**src/rtl/rr_arbiter_4_if.sv**
```systemverilog
// Request/grant bundle between four requesters and the round-robin arbiter.
// The master side raises requests; the slave side (the arbiter) returns the grant.
interface rr_arbiter_4_if;
    logic [3:0] req;
    logic [3:0] gnt;
    logic [1:0] gnt_idx;
    logic       gnt_valid;
    logic       expired;

    modport master (
        output req,
        input  gnt,
        input  gnt_idx,
        input  gnt_valid,
        input  expired
    );

    modport slave (
        input  req,
        output gnt,
        output gnt_idx,
        output gnt_valid,
        output expired
    );
endinterface

```
**src/rtl/rr_arbiter_4.sv**
```systemverilog
// Four-way round-robin arbiter with a bounded grant tenure and a one-hot select.
// Every release passes through one IDLE bubble cycle, where re-arbitration happens.
module rr_arbiter_4 #(
    parameter int unsigned MAX_HOLD = 32'd8
) (
    input  logic          i_clk,
    input  logic          i_rst,
    rr_arbiter_4_if.slave arb
);

    localparam logic [7:0] C_MAX_HOLD = 8'(MAX_HOLD);

    typedef enum logic [0:0] {
        ST_IDLE  = 1'b0,
        ST_GRANT = 1'b1
    } state_t;

    state_t     r_state;
    logic [1:0] r_last;
    logic [7:0] r_hold;
    logic [1:0] r_gnt_idx;
    logic       r_gnt_valid;
    logic [3:0] r_gnt;
    logic       r_expired;

    state_t     w_state_nxt;
    logic [1:0] w_last_nxt;
    logic [7:0] w_hold_nxt;
    logic [1:0] w_gnt_idx_nxt;
    logic       w_gnt_valid_nxt;
    logic [3:0] w_gnt_nxt;
    logic       w_expired_nxt;

    logic       w_any_req;
    logic [1:0] w_winner;
    logic       w_owner_req;
    logic       w_limit_hit;
    logic [7:0] w_hold_inc;

    // Scan from last+1 upward with wrap; the descending loop lets the nearest
    // candidate overwrite farther ones, leaving 'last' itself at lowest priority.
    function automatic logic [1:0] f_pick(input logic [3:0] req_v, input logic [1:0] last_v);
        logic [1:0] pick;
        logic [1:0] cand;
        pick = last_v;
        for (int k = 4; k >= 1; k--) begin
            cand = last_v + 2'(k);
            if (req_v[cand]) begin
                pick = cand;
            end else begin
                pick = pick;
            end
        end
        return pick;
    endfunction

    function automatic logic [3:0] f_decode(input logic [1:0] idx);
        logic [3:0] onehot;
        case (idx)
            2'd0:    onehot = 4'b0001;
            2'd1:    onehot = 4'b0010;
            2'd2:    onehot = 4'b0100;
            2'd3:    onehot = 4'b1000;
            default: onehot = 4'b0000;
        endcase
        return onehot;
    endfunction

    // Arbitration inputs shared by both states.
    always_comb begin
        w_any_req   = (arb.req != 4'b0000);
        w_winner    = f_pick(arb.req, r_last);
        w_owner_req = arb.req[r_gnt_idx];
        w_limit_hit = (C_MAX_HOLD != 8'd0) && (r_hold == C_MAX_HOLD);
        w_hold_inc  = (r_hold == 8'hFF) ? 8'hFF : (r_hold + 8'd1);
    end

    // Next-state and next-output logic; the owner dropping its request takes
    // precedence over the hold limit, so a coincident drop is a normal release.
    always_comb begin
        w_state_nxt     = r_state;
        w_last_nxt      = r_last;
        w_hold_nxt      = r_hold;
        w_gnt_idx_nxt   = r_gnt_idx;
        w_gnt_valid_nxt = r_gnt_valid;
        w_expired_nxt   = 1'b0;

        case (r_state)
            ST_IDLE: begin
                if (w_any_req) begin
                    w_state_nxt     = ST_GRANT;
                    w_gnt_idx_nxt   = w_winner;
                    w_gnt_valid_nxt = 1'b1;
                    w_hold_nxt      = 8'd1;
                end else begin
                    w_state_nxt     = ST_IDLE;
                    w_gnt_valid_nxt = 1'b0;
                    w_hold_nxt      = 8'd0;
                end
            end
            ST_GRANT: begin
                if (!w_owner_req) begin
                    w_state_nxt     = ST_IDLE;
                    w_gnt_valid_nxt = 1'b0;
                    w_last_nxt      = r_gnt_idx;
                    w_hold_nxt      = 8'd0;
                end else if (w_limit_hit) begin
                    w_state_nxt     = ST_IDLE;
                    w_gnt_valid_nxt = 1'b0;
                    w_last_nxt      = r_gnt_idx;
                    w_hold_nxt      = 8'd0;
                    w_expired_nxt   = 1'b1;
                end else begin
                    w_state_nxt     = ST_GRANT;
                    w_gnt_valid_nxt = 1'b1;
                    w_hold_nxt      = w_hold_inc;
                end
            end
            default: begin
                w_state_nxt     = ST_IDLE;
                w_gnt_valid_nxt = 1'b0;
                w_hold_nxt      = 8'd0;
            end
        endcase

        if (w_gnt_valid_nxt) begin
            w_gnt_nxt = f_decode(w_gnt_idx_nxt);
        end else begin
            w_gnt_nxt = 4'b0000;
        end
    end

    // State and output registers with synchronous reset.
    always_ff @(posedge i_clk) begin
        if (i_rst) begin
            r_state     <= ST_IDLE;
            r_last      <= 2'b11;
            r_hold      <= 8'd0;
            r_gnt_idx   <= 2'b00;
            r_gnt_valid <= 1'b0;
            r_gnt       <= 4'b0000;
            r_expired   <= 1'b0;
        end else begin
            r_state     <= w_state_nxt;
            r_last      <= w_last_nxt;
            r_hold      <= w_hold_nxt;
            r_gnt_idx   <= w_gnt_idx_nxt;
            r_gnt_valid <= w_gnt_valid_nxt;
            r_gnt       <= w_gnt_nxt;
            r_expired   <= w_expired_nxt;
        end
    end

    assign arb.gnt       = r_gnt;
    assign arb.gnt_idx   = r_gnt_idx;
    assign arb.gnt_valid = r_gnt_valid;
    assign arb.expired   = r_expired;

endmodule

```
**src/flat_wrapper.sv**
```systemverilog
// flat-port wrapper written by rule: the top's interface ports become plain ports
module rr_arbiter_4_flat 
#(
    parameter int unsigned MAX_HOLD = 32'd8
)
  (i_clk, i_rst, arb_req, arb_gnt, arb_gnt_idx, arb_gnt_valid, arb_expired);
  rr_arbiter_4_if arb_i ();
  input  logic i_clk;
  input  logic i_rst;
  input wire logic [$bits(arb_i.req)-1:0] arb_req;
  output wire logic [$bits(arb_i.gnt)-1:0] arb_gnt;
  output wire logic [$bits(arb_i.gnt_idx)-1:0] arb_gnt_idx;
  output wire logic [$bits(arb_i.gnt_valid)-1:0] arb_gnt_valid;
  output wire logic [$bits(arb_i.expired)-1:0] arb_expired;
  assign arb_i.req = arb_req;
  assign arb_gnt = arb_i.gnt;
  assign arb_gnt_idx = arb_i.gnt_idx;
  assign arb_gnt_valid = arb_i.gnt_valid;
  assign arb_expired = arb_i.expired;
  rr_arbiter_4 #(.MAX_HOLD(MAX_HOLD)) u_core (.i_clk(i_clk), .i_rst(i_rst), .arb(arb_i));
endmodule
```
**config.mk**
```make
export PLATFORM = sky130hd
export DESIGN_NAME = rr_arbiter_4_flat
export DESIGN_NICKNAME = d
export VERILOG_FILES = /design/src/rtl/rr_arbiter_4_if.sv /design/src/rtl/rr_arbiter_4.sv /design/src/flat_wrapper.sv
export SDC_FILE = /design/constraint.sdc
export NUM_CORES = 1
export LEC_CHECK = 0
export ABC_AREA = 0
export ABC_CLOCK_PERIOD_IN_PS = 1950
export BUFFER_PORTS_ARGS = -buffer_cell sky130_fd_sc_hd__buf_2
export CORE_MARGIN = 5
export CORE_UTILIZATION = 45
export DETAILED_ROUTE_END_ITERATION = 12
export GPL_ROUTABILITY_DRIVEN = 0
export PLACE_DENSITY = 0.72
export SLEW_MARGIN = 5
export SYNTH_ARGS = -nofsm -noshare
export SYNTH_HDL_FRONTEND = slang
export SYNTH_SLANG_ARGS = --single-unit
```
**constraint.sdc**
```tcl
create_clock -name i_clk -period 1.95 [get_ports i_clk]
set_input_delay 0.585 -clock i_clk [delete_from_list [all_inputs] [get_ports i_clk]]
set_output_delay 0.585 -clock i_clk [all_outputs]
set_load 0.005 [all_outputs]
```
After elaboration in Yosys (flattened, before gate mapping)
Index checks and enable logic that the tools add are counted.
{"block": "totals", "word_cells": 54, "register_bits": 18}
{"block": "op_classes", "bitwise_logic": 3, "magnitude_cmp": 4, "n_reduce_logical": 5, "add_sub_neg": 4, "muxes": 26, "eq_ne": 6}
{"operator": "two-way mux 8 bit", "n": 3}
{"operator": "one-hot mux 4 bit (4 select lines)", "n": 1}
{"operator": "one-hot mux 8 bit (2 select lines)", "n": 1}
{"operator": "two-way mux 2 bit", "n": 7}
{"operator": "less-than comparator 2 x 3 -> 1 bit, second input constant", "n": 4}
{"operator": "two-way mux 1 bit", "n": 9}
{"operator": "adder 8 x 1 -> 8 bit, second input constant", "n": 1}
{"operator": "binary-select mux 1 bit (select 2 bit)", "n": 4}
{"operator": "== test 8 x 4 -> 1 bit, second input constant", "n": 1}
{"operator": "== test 8 bit, second input constant", "n": 1}
{"operator": "adder 2 bit, second input constant", "n": 2}
{"operator": "== test 2 bit, second input constant", "n": 2}
{"operator": "nonzero test 4 bit", "n": 1}
{"operator": "inverter 1 bit", "n": 3}
{"operator": "OR reduction 3 bit", "n": 1}
{"operator": "adder 2 x 1 -> 2 bit, second input constant", "n": 1}
{"operator": "== test 2 x 1 -> 1 bit, second input constant", "n": 1}
{"operator": "logical NOT 2 bit", "n": 1}
{"operator": "inequality test 2 bit, second input constant", "n": 1}
{"operator": "one-hot mux 1 bit (2 select lines)", "n": 1}
{"operator": "AND reduction 2 bit", "n": 1}
{"operator": "OR reduction 2 bit", "n": 1}

Depth between registers and ports, before layout
Gate-level depths: netlist of run 1.
{"block": "depth", "ltp_word": 10, "mapped_depth": 6}

Worst setup path after synthesis of run 1
No wires, ideal clock.
{"block": "synth_path", "path_type": "in2reg", "start": "input arb_req[1]", "end": "register u_core.r_gnt[0] (netlist: u_core.arb.gnt[0])", "path_stages": 4, "required_ns": 1.834, "t_arrival_ns": 1.477, "path_buffers": 0, "path_slack_ns": 0.358, "setup_ns": 0.116, "cell_sequence": "nor4_2 nor3_1 a31oi_2 and3b_1"}
{"block": "synth_via", "elab_chain_len": 9}
{"element": "start, declared", "line_no": "flat_wrapper.sv:10", "rtl": "input wire logic [$bits(arb_i.req)-1:0] arb_req;"}
{"element": "binary-select mux 1 bit (select 2 bit)", "line_no": "rr_arbiter_4.sv:48", "rtl": "if (req_v[cand]) begin"}
{"element": "two-way mux 1 bit (not written as such)", "line_no": "rr_arbiter_4.sv:48"}
{"element": "two-way mux 2 bit (3 in series)", "line_no": "rr_arbiter_4.sv:48"}
{"element": "two-way mux 2 bit", "line_no": "rr_arbiter_4.sv:90", "rtl": "if (w_any_req) begin"}
{"element": "two-way mux 2 bit", "line_no": "rr_arbiter_4.sv:88", "rtl": "case (r_state)"}
{"element": "== test 2 bit (tied with other cells)", "line_no": "rr_arbiter_4.sv:59", "rtl": "case (idx)"}
{"element": "one-hot mux 4 bit (4 select lines)", "line_no": "rr_arbiter_4.sv:59"}
{"element": "end signal, assigned", "line_no": "rr_arbiter_4.sv:149", "rtl": "r_gnt <= w_gnt_nxt;"}
{"element": "end, declared", "line_no": "rr_arbiter_4.sv:23", "rtl": "logic [3:0] r_gnt;"}
Parallel ways exist; a longest one is shown, timed or not. The select of a mux whose other input is x is not followed.
A chain may end at the register's enable or synchronous reset.

Worst setup path after layout of run 1
{"block": "layout_path", "start": "register u_core.r_hold[3]", "end": "register u_core.r_gnt[0] (netlist: u_core.arb.gnt[0])"}
{"block": "layout_via", "elab_chain_len": 6}
{"element": "start, declared", "line_no": "rr_arbiter_4.sv:20", "rtl": "logic [7:0] r_hold;"}
{"element": "start signal, assigned", "line_no": "rr_arbiter_4.sv:146", "rtl": "r_hold <= w_hold_nxt;"}
{"element": "== test 8 x 4 -> 1 bit", "line_no": "rr_arbiter_4.sv:74", "rtl": "w_limit_hit = (C_MAX_HOLD != 8'd0) && (r_hold == C_MAX_HOLD);"}
{"element": "two-way mux 1 bit", "line_no": "rr_arbiter_4.sv:107", "rtl": "end else if (w_limit_hit) begin"}
{"element": "two-way mux 1 bit", "line_no": "rr_arbiter_4.sv:102", "rtl": "if (!w_owner_req) begin"}
{"element": "one-hot mux 1 bit (2 select lines)", "line_no": "rr_arbiter_4.sv:88"}
{"element": "inverter 1 bit (no line)"}
{"element": "OR reduction 2 bit (no line)"}
Every way passes these cells.

==> flow_metrics.py, run 1 <==
metrics = {
    "synth": {
        "yosysWarningCount": 0,
        "synth-xor-area-share_pct": 2.82,
        "synth_top_area_share_pct": 38.6,
        "synth_area_leaders": "dfxtp_1 (39%), mux2i_1 (5.4%), a21oi_1 (3.8%), inv_1 (2.8%), nor2_1 (2.8%)",
        "synth_area_um2": 933,
        "synth_cell_types": 40,
        "synthAdderAreaFrac_pct": 2.68,
        "synthSimpleGateAreaFrac_pct": 27.5,
        "synth_seq_area_share_pct": 38.6,
        "synth_mux_area_share_pct": 6.57,
        "synth-seq-cells": 18,
        "synth_edf_count": 0,
        "synthArstFlopShare_pct": 0,
        "synthCells": 97,
        "syn-num-nets": 105,
        "synth_compound_area_share_pct": 18.5,
        "yosysTopAreaCell": "dfxtp_1",
        "yosys_most_used_dff": "dfxtp_1",
        "avgSynthCellArea_um2": 9.62,
        "synth_most_common_cell": "dfxtp_1",
        "synth_top_family_by_area": "simple AND/OR/NAND/NOR gates",
        "synthTopCellsByCount": "dfxtp_1 (18), a21oi_1 (7), inv_1 (7), nor2_1 (7), mux2i_1 (5)",
    },
    "die": {
        "initial_utilization_pct": 47.6,
        "core-area_um2": 1960,
        "die_width_um": 55.5,
        "die_h_um": 55.5,
        "ios": 14,
        "num_rows": 16,
        "die_area_um2": 3090,
    },
    "placement": {
        "io_buffers": 13,
        "hpwl_mm": 1.34,
        "dp_slack_ns": 0.102,
    },
    "sta": {
        "max_freq_ghz": 0.642,
        "relSlewSlack_pct": 72.9,
        "rsz0062_at_grt": "false",
        "tns_ns": 0,
        "timing.final.crit_share_pct": 79.8,
        "hold_viol": 0,
        "min_period_ns": 1.56,
        "maxSlewViolCount": 0,
        "setup_violations": 0,
        "setup_slack_ns": 0.393,
        "skew_ns": 0.00168,
        "tightest_slew_ns": 0.405,
        "holdWs_ns": 0.540,
    },
    "worst_setup_path": {
        "critPathCaptureType": "flip-flop",
        "max_stage_delay_ns": 0.42,
        "arrival_ns": 1.75,
        "crit_required_ns": 2.14,
        "critPathSlowestCell": "dfxtp_1",
        "cp_num_cells": 4,
        "timing_worst_setup_path_type": "flip-flop to flip-flop",
        "path_cells": "nor3b_1 -> nand2_1 -> a31oi_2 -> and3b_1",
        "cp-start-kind": "flip-flop",
        "path_delay_family": "simple AND/OR/NAND/NOR gates",
        "r2r_slack_ns": 0.39,
        "critPathMaxFanout": 6,
        "crit_buf_inv": 0,
        "rr_worst_depth": 4,
    },
    "flow_run": {
        "cap_violations": 0,
    },
    "drt": {
        "vias_per_cell": 5.18,
        "routed_wl_mm": 1.74,
        "dr.pass1.iters": 4,
        "drtIter0Drc": 13,
        "ant_nets": 0,
        "wl_per_cell_um": 12.4,
        "num_vias": 725,
        "drc": 0,
    },
    "cts": {
        "numCtsBuffers": 3,
        "clock_sinks": 18,
        "clk_path_buf_depth": 2,
        "clkLatencyLatePin_ns": 0.29,
        "postCtsHoldBufs": 0,
        "cts_resized": 0,
        "clk_pin_slew_worst_paths_ns": 0.10,
        "cts_setup_buffers": 0,
        "cts-root-buf": "clkbuf_4",
        "htree_levels": 1,
        "cts_tree": "built",
    },
    "pwr": {
        "power_per_cell_area_nw_per_um2": 801,
        "p_leak_nw": 0.455,
        "worst_ir_drop_vdd_mv": 0.475,
    },
    "grt": {
        "grt_start_max_net_pins": 11,
        "grt_pass1_wl_mm": 2.88,
        "grt.overflow.total": 0,
        "grt_use_total_pct": 11.5,
        "antenna_found_initial": 0,
        "grt_pass1_vias": 647,
    },
    "min_path": {
        "hold_depth": 2,
        "hold_path.class": "input port to flip-flop",
    },
    "final_layout": {
        "nNetsFinal": 122,
        "drive_above_1_share_pct": 24.8,
        "diodes": 0,
        "area_growth_pct": 13.9,
    },
    "outcome": {
        "status": "complete, no violations",
    },
}
[report_power, final]
part           internal, W  switching [W]
registers         0.000398      0.0000349
clock network     0.000114       0.000114
logic            0.0000981      0.0000930
[worst paths after layout]
check,end,start
setup / recovery,u_core.arb.gnt[0],u_core.r_hold[3]
hold / removal,u_core.arb.gnt_idx[1],i_rst
setup reg to reg,u_core.arb.gnt[0],u_core.r_hold[3]
hold reg to reg,u_core.r_last[0],u_core.r_last[0]
[placed cells by master (no fill, tap or decap), drive strengths merged, types with 3 or more instances in the layout]
cell type / n
nor3b: 3
buf: 13
inv: 7
and3b: 3
a21oi: 7
o21ai: 3
mux2i: 5
nor2: 7
nand2: 3
nor3: 5
dfxtp: 18
clkbuf: 4
nand3: 4
[area by class of cell]
class                           instances  area (um^2)
Tap cell                               27         33.8
Clock buffer                            4         36.3
Multi-Input combinational cell         71          542
Fill cell                             201          898
Sequential cell                        18          360
Timing Repair Buffer                   13         65.1
Inverter                                7         26.3
[cells by family (layout without fill, tap and decap cells)]
logic type      Yosys count  in the layout
mux                       6              6
xor+xnor                  3              3
compound gates           22             22
simple gates             38             38
fa+ha+maj                 2              2
buf+inv                   8             24
flops                    18             18
[registers in the layout, indices dropped and copies added, names as in the netlist]
register,count
u_core.r_hold,8
u_core.arb.gnt,4
u_core.arb.gnt_idx,2
u_core.r_last,2
u_core.arb.expired,1
u_core.arb.gnt_valid,1
[layer usage]
metal | global-route usage, % | share of wire (%)
met1 | 13.8 | 48
met2 | 17.7 | 45
met3 | 4.20 | 5.3
met4 | 6.25 | 1.5
met5 | 0 | 0
[metrics by stage]
| step | util [%] | cells | instance area, um^2 | power, W |
|---|---|---|---|---|
| after detailed placement | 52.4 | 136 | 1030 | 0.000636 |
| after global placement | 52.4 | 136 | 1030 | 0.000631 |
| after floorplan | - | 97 | 933 | 0.000578 |
| after global routing | 54.2 | 140 | 1060 | 0.000903 |
| final | 54.2 | 140 | 1060 | 0.000852 |
| after CTS | 54.2 | 140 | 1060 | 0.000861 |
No activity file was read; power rests on OpenSTA's default activity.
==> run 2, diff against run 1 <==
- ABC_CLOCK_PERIOD_IN_PS: 1950 -> 1650
- clock period: 1.95 -> 1.65 ns (I/O delays scaled with it)
==> flow_metrics.py, run 2 (synthesis results as in run 1) <==
metrics = {
    "outcome": {
        "status": "complete, no violations",
    },
    "die": {
        "ios": 14,
        "initial_utilization_pct": 47.6,
        "core-area_um2": 1960,
        "die_width_um": 55.5,
        "die_h_um": 55.5,
        "die_area_um2": 3090,
        "num_rows": 16,
    },
    "final_layout": {
        "largest_reg_flops": 8,
        "drive_above_1_share_pct": 26.7,
        "final_common_cell": "dfxtp_1",
        "final_cell_mix": "dfxtp_1 (18), buf_2 (13), inv_1 (7), nor2_1 (7), a21oi_1 (7)",
        "nNetsFinal": 125,
        "largest-register": "u_core.r_hold",
        "diodes": 0,
        "area_growth_pct": 16.4,
        "final_cells": 143,
        "design_area_um2": 1090,
    },
    "cts": {
        "postCtsHoldBufs": 0,
        "clk_pin_slew_worst_paths_ns": 0.10,
        "cts_tree": "built",
        "cts-root-buf": "clkbuf_4",
        "clk_path_buf_depth": 2,
        "htree_levels": 1,
        "numCtsBuffers": 3,
        "clkLatencyLatePin_ns": 0.28,
        "cts_resized": 0,
        "cts_setup_buffers": 0,
        "clock_sinks": 18,
    },
    "sta": {
        "relSlewSlack_pct": 72.1,
        "setup_violations": 0,
        "tightest_slew_ns": 0.417,
        "timing.final.crit_share_pct": 94.3,
        "holdWs_ns": 0.460,
        "maxSlewViolCount": 0,
        "max_freq_ghz": 0.642,
        "hold_viol": 0,
        "tns_ns": 0,
        "skew_ns": 0.000961,
        "min_period_ns": 1.56,
        "rsz0062_at_grt": "false",
    },
    "worst_setup_path": {
        "crit_required_ns": 1.84,
        "timing_worst_setup_path_type": "flip-flop to flip-flop",
        "path_delay_family": "compound AO/OA/AOI/OAI gates",
        "crit_buf_inv": 1,
        "critPathMaxFanout": 4,
        "max_stage_delay_ns": 0.39,
        "path_cells": "inv_1 -> ha_1 -> nor4b_4 -> a22o_1 -> o211a_1 -> a211o_1",
        "critPathCaptureType": "flip-flop",
        "arrival_ns": 1.74,
        "critPathSlowestCell": "dfxtp_1",
        "cp-start-kind": "flip-flop",
        "r2r_slack_ns": 0.09,
    },
    "pwr": {
        "worst_ir_drop_vdd_mv": 0.526,
        "clkPwrFrac_pct": 26.1,
        "p_total_w": 0.00101,
        "switching_share_pct": 28.0,
        "power.switching_w": 0.000284,
        "combinationalPowerShare_pct": 23.2,
        "power_per_cell_area_nw_per_um2": 934,
        "p_leak_nw": 0.469,
        "p_int_w": 0.000731,
        "power_frac_seq_pct": 50.7,
    },
    "drt": {
        "drc": 0,
        "vias_per_cell": 5.17,
        "ant_nets": 0,
        "dr.pass1.iters": 3,
        "drtIter0Drc": 3,
        "num_vias": 740,
        "routed_wl_mm": 1.74,
        "wl_per_cell_um": 12.2,
    },
    "grt": {
        "antenna_found_initial": 0,
        "grt.overflow.total": 0,
        "grt_start_max_net_pins": 11,
        "grt_use_total_pct": 12.0,
        "grt_pass1_vias": 707,
        "grt_pass1_wl_mm": 3.06,
    },
    "min_path": {
        "hold_path.class": "input port to flip-flop",
    },
    "placement": {
        "hpwl_mm": 1.31,
        "dp_cells": 139,
        "placed_area_um2": 1050,
        "io_buffers": 13,
    },
    "flow_run": {
        "cap_violations": 0,
    },
}
-- run 2: cell types whose count changed in the layout (fill, tap and decap cells not counted), sizes merged --
| cell | delta |
|---|---|
| buf | +3 |
-- run 2: layout make-up --
class | count | area (um^2)
Fill cell | 205 | 876
Multi-Input combinational cell | 71 | 542
Sequential cell | 18 | 360
Timing Repair Buffer | 16 | 87.6
Clock buffer | 4 | 36.3
Tap cell | 27 | 33.8
Inverter | 7 | 26.3
-- run 2: metal layers --
| layer | part of all wire, % | routed length [um] | vias to the layer above | track usage, % |
|---|---|---|---|---|
| met1 | 46 | 800 | 340 | 14.4 |
| met2 | 49 | 849 | 8 | 19.6 |
| met5 | 0 | 0 | - | 0 |
| li1 | - | - | 390 | - |
| met4 | 0.75 | 13 | 0 | 6.25 |
| met3 | 4.5 | 78 | 2 | 3.03 |
-- run 2: worst register-to-register path: stages, from the launching register on --
cell and delay (ns):
dfxtp_1 0.39, inv_1 0.06, ha_1 0.19, nor4b_4 0.13, a22o_1 0.21, o211a_1 0.22, a211o_1 0.25
-- run 2: path summary, 6_finish.rpt --
check,start,to,depth (start not counted)
min,i_rst,u_core.arb.gnt_idx[1],2
max,u_core.r_hold[0],u_core.r_last[1],6
min reg2reg,u_core.r_last[0],u_core.r_last[0],2
max reg2reg,u_core.r_hold[0],u_core.r_last[1],6
-- run 2: through the flow --
step           util, %  setup slack (ns)
2_1_floorplan        -             0.148
3_5_place_dp      53.5          0.000124
6_report          55.4            0.0933
4_1_cts           55.4            0.0794
3_3_place_gp      53.5           0.00974
5_1_grt           55.4            0.0185
-- run 2: power by group through the flow --
stage	logic, W	registers (W)	clock network (W)
after floorplan	0.000171	0.000512	0
after global placement	0.000236	0.000521	0
after detailed placement	0.000238	0.000524	0
after CTS	0.000239	0.000514	0.000277
after global routing	0.000262	0.000520	0.000298
final	0.000235	0.000514	0.000265
==> run 3, diff against run 2 <==
- CORE_UTILIZATION: 45 -> 50
- PLACE_DENSITY: 0.72 -> 0.78
==> flow_metrics.py, run 3 (synthesis results as in run 1) <==
metrics = {
    "sta": {
        "min_period_ns": 1.53,
        "tns_ns": 0,
        "rsz0062_at_grt": "false",
        "setup_slack_ns": 0.123,
        "skew_ns": 0.00343,
        "hold_viol": 0,
        "relSlewSlack_pct": 68.4,
        "max_freq_ghz": 0.655,
        "timing.final.crit_share_pct": 92.5,
        "tightest_slew_ns": 0.473,
        "maxSlewViolCount": 0,
        "setup_violations": 0,
    },
    "final_layout": {
        "largest_reg_flops": 8,
        "largest-register": "u_core.r_hold",
        "fin_util_pct": 62.3,
        "final_cell_mix": "dfxtp_1 (17), buf_2 (13), inv_1 (7), nor2_1 (7), a21oi_1 (7)",
        "final_common_cell": "dfxtp_1",
        "regArea_um2": 362,
        "multiInputGateArea_um2": 544,
        "fillCellCount": 152,
        "diodes": 0,
        "area_growth_pct": 16.5,
        "design_area_um2": 1090,
        "drive_above_1_share_pct": 28.4,
        "nNetsFinal": 125,
    },
    "cts": {
        "clock_sinks": 18,
        "htree_levels": 1,
        "clk_path_buf_depth": 2,
        "cts-root-buf": "clkbuf_4",
        "postCtsHoldBufs": 0,
        "cts_setup_buffers": 0,
        "cts_resized": 0,
        "numCtsBuffers": 3,
        "cts_tree": "built",
        "clk_pin_slew_worst_paths_ns": 0.10,
        "clkLatencyLatePin_ns": 0.29,
    },
    "die": {
        "die_h_um": 53.2,
        "die_area_um2": 2830,
        "initial_utilization_pct": 53.5,
        "ios": 14,
        "num_rows": 15,
        "die_width_um": 53.2,
        "core-area_um2": 1750,
    },
    "drt": {
        "dr.pass1.iters": 4,
        "ant_nets": 0,
        "wl_per_cell_um": 12.7,
        "num_vias": 744,
        "routed_wl_mm": 1.79,
        "drc": 0,
        "drtIter0Drc": 15,
        "vias_per_cell": 5.28,
    },
    "grt": {
        "grt_pass1_wl_mm": 3.11,
        "grt_use_met2_pct": 25.3,
        "grt_busiest_layer": "met2",
        "grt.overflow.total": 0,
        "antenna_found_initial": 0,
        "grt_start_max_net_pins": 11,
        "use_met3_pct": 3.38,
        "met1_usage_pct": 17.8,
        "grt_use_total_pct": 15.3,
        "grt_pass1_vias": 715,
    },
    "worst_setup_path": {
        "cp-start-kind": "flip-flop",
        "critPathMaxFanout": 3,
        "crit_required_ns": 1.84,
        "critPathCaptureType": "flip-flop",
        "max_stage_delay_ns": 0.37,
        "timing_worst_setup_path_type": "flip-flop to flip-flop",
        "path_cells": "inv_1 -> ha_1 -> nor4b_4 -> a22o_1 -> o211a_1 -> a211o_1",
        "critPathSlowestCell": "dfxtp_1",
        "r2r_slack_ns": 0.12,
        "arrival_ns": 1.72,
    },
    "pwr": {
        "worst_ir_drop_vdd_mv": 0.726,
        "power_per_cell_area_nw_per_um2": 941,
        "p_leak_nw": 0.470,
    },
    "placement": {
        "placed_area_um2": 1050,
        "io_buffers": 13,
        "hpwl_mm": 1.34,
        "dp_slack_ns": -0.0578,
    },
    "min_path": {
        "hold_path.class": "input port to flip-flop",
    },
    "outcome": {
        "status": "complete, no violations",
    },
    "flow_run": {
        "cap_violations": 0,
    },
}
-- run 3: cell counts in the layout (fill, tap and decap cells not counted) --
No cell type changed its count.
-- run 3: through the flow --
step | hold WS [ns] | instances | power [W]
floorplan | 0.517 | 97 | 0.000683
global placement | 0.557 | 137 | 0.000756
detailed placement | 0.581 | 137 | 0.000765
CTS | 0.452 | 141 | 0.00103
global route | 0.453 | 141 | 0.00109
finish | 0.461 | 141 | 0.00102
-- run 3: layout make-up --
| type | count | share of cell area [%] |
|---|---|---|
| inverters | 7 | 2.42 |
| multi-input cells | 71 | 50.1 |
| repair buffers | 16 | 8.06 |
| clock buffers | 4 | 3.34 |
| flip-flops and latches | 18 | 33.3 |
| well taps | 25 | 2.88 |
-- run 3: worst max-delay path: cells and delay by family, from the launching register on --
kind	cells	cell delay [ns]
compound gates	3	0.70
fa+ha+maj	1	0.17
buf+inv	1	0.05
flops	1	0.37
simple gates	1	0.13
-- run 3: path summary, 6_finish.rpt --
path                                  startpoint               endpoint  cells after the start
worst min register to register  u_core.r_hold[0]       u_core.r_hold[0]                      2
worst max-delay path            u_core.r_hold[1]       u_core.r_last[1]                      6
worst max register to register  u_core.r_hold[1]       u_core.r_last[1]                      6
worst min-delay path                       i_rst  u_core.arb.gnt_idx[1]                      2
-- run 3: metal layers --
layer | vias up | part of all wire, % | wire length, um
li1 | 388 | - | -
met1 | 335 | 45 | 801
met2 | 17 | 48 | 854
met3 | 4 | 4.8 | 85
met4 | 0 | 2.5 | 44
met5 | - | 0 | 0
-- run 3: power by group --
part           internal [W]  total [W]  switching, W
Clock              0.000134   0.000269      0.000135
Combinational      0.000126   0.000241      0.000115
Sequential         0.000472   0.000513     0.0000414
Total              0.000733    0.00102      0.000291
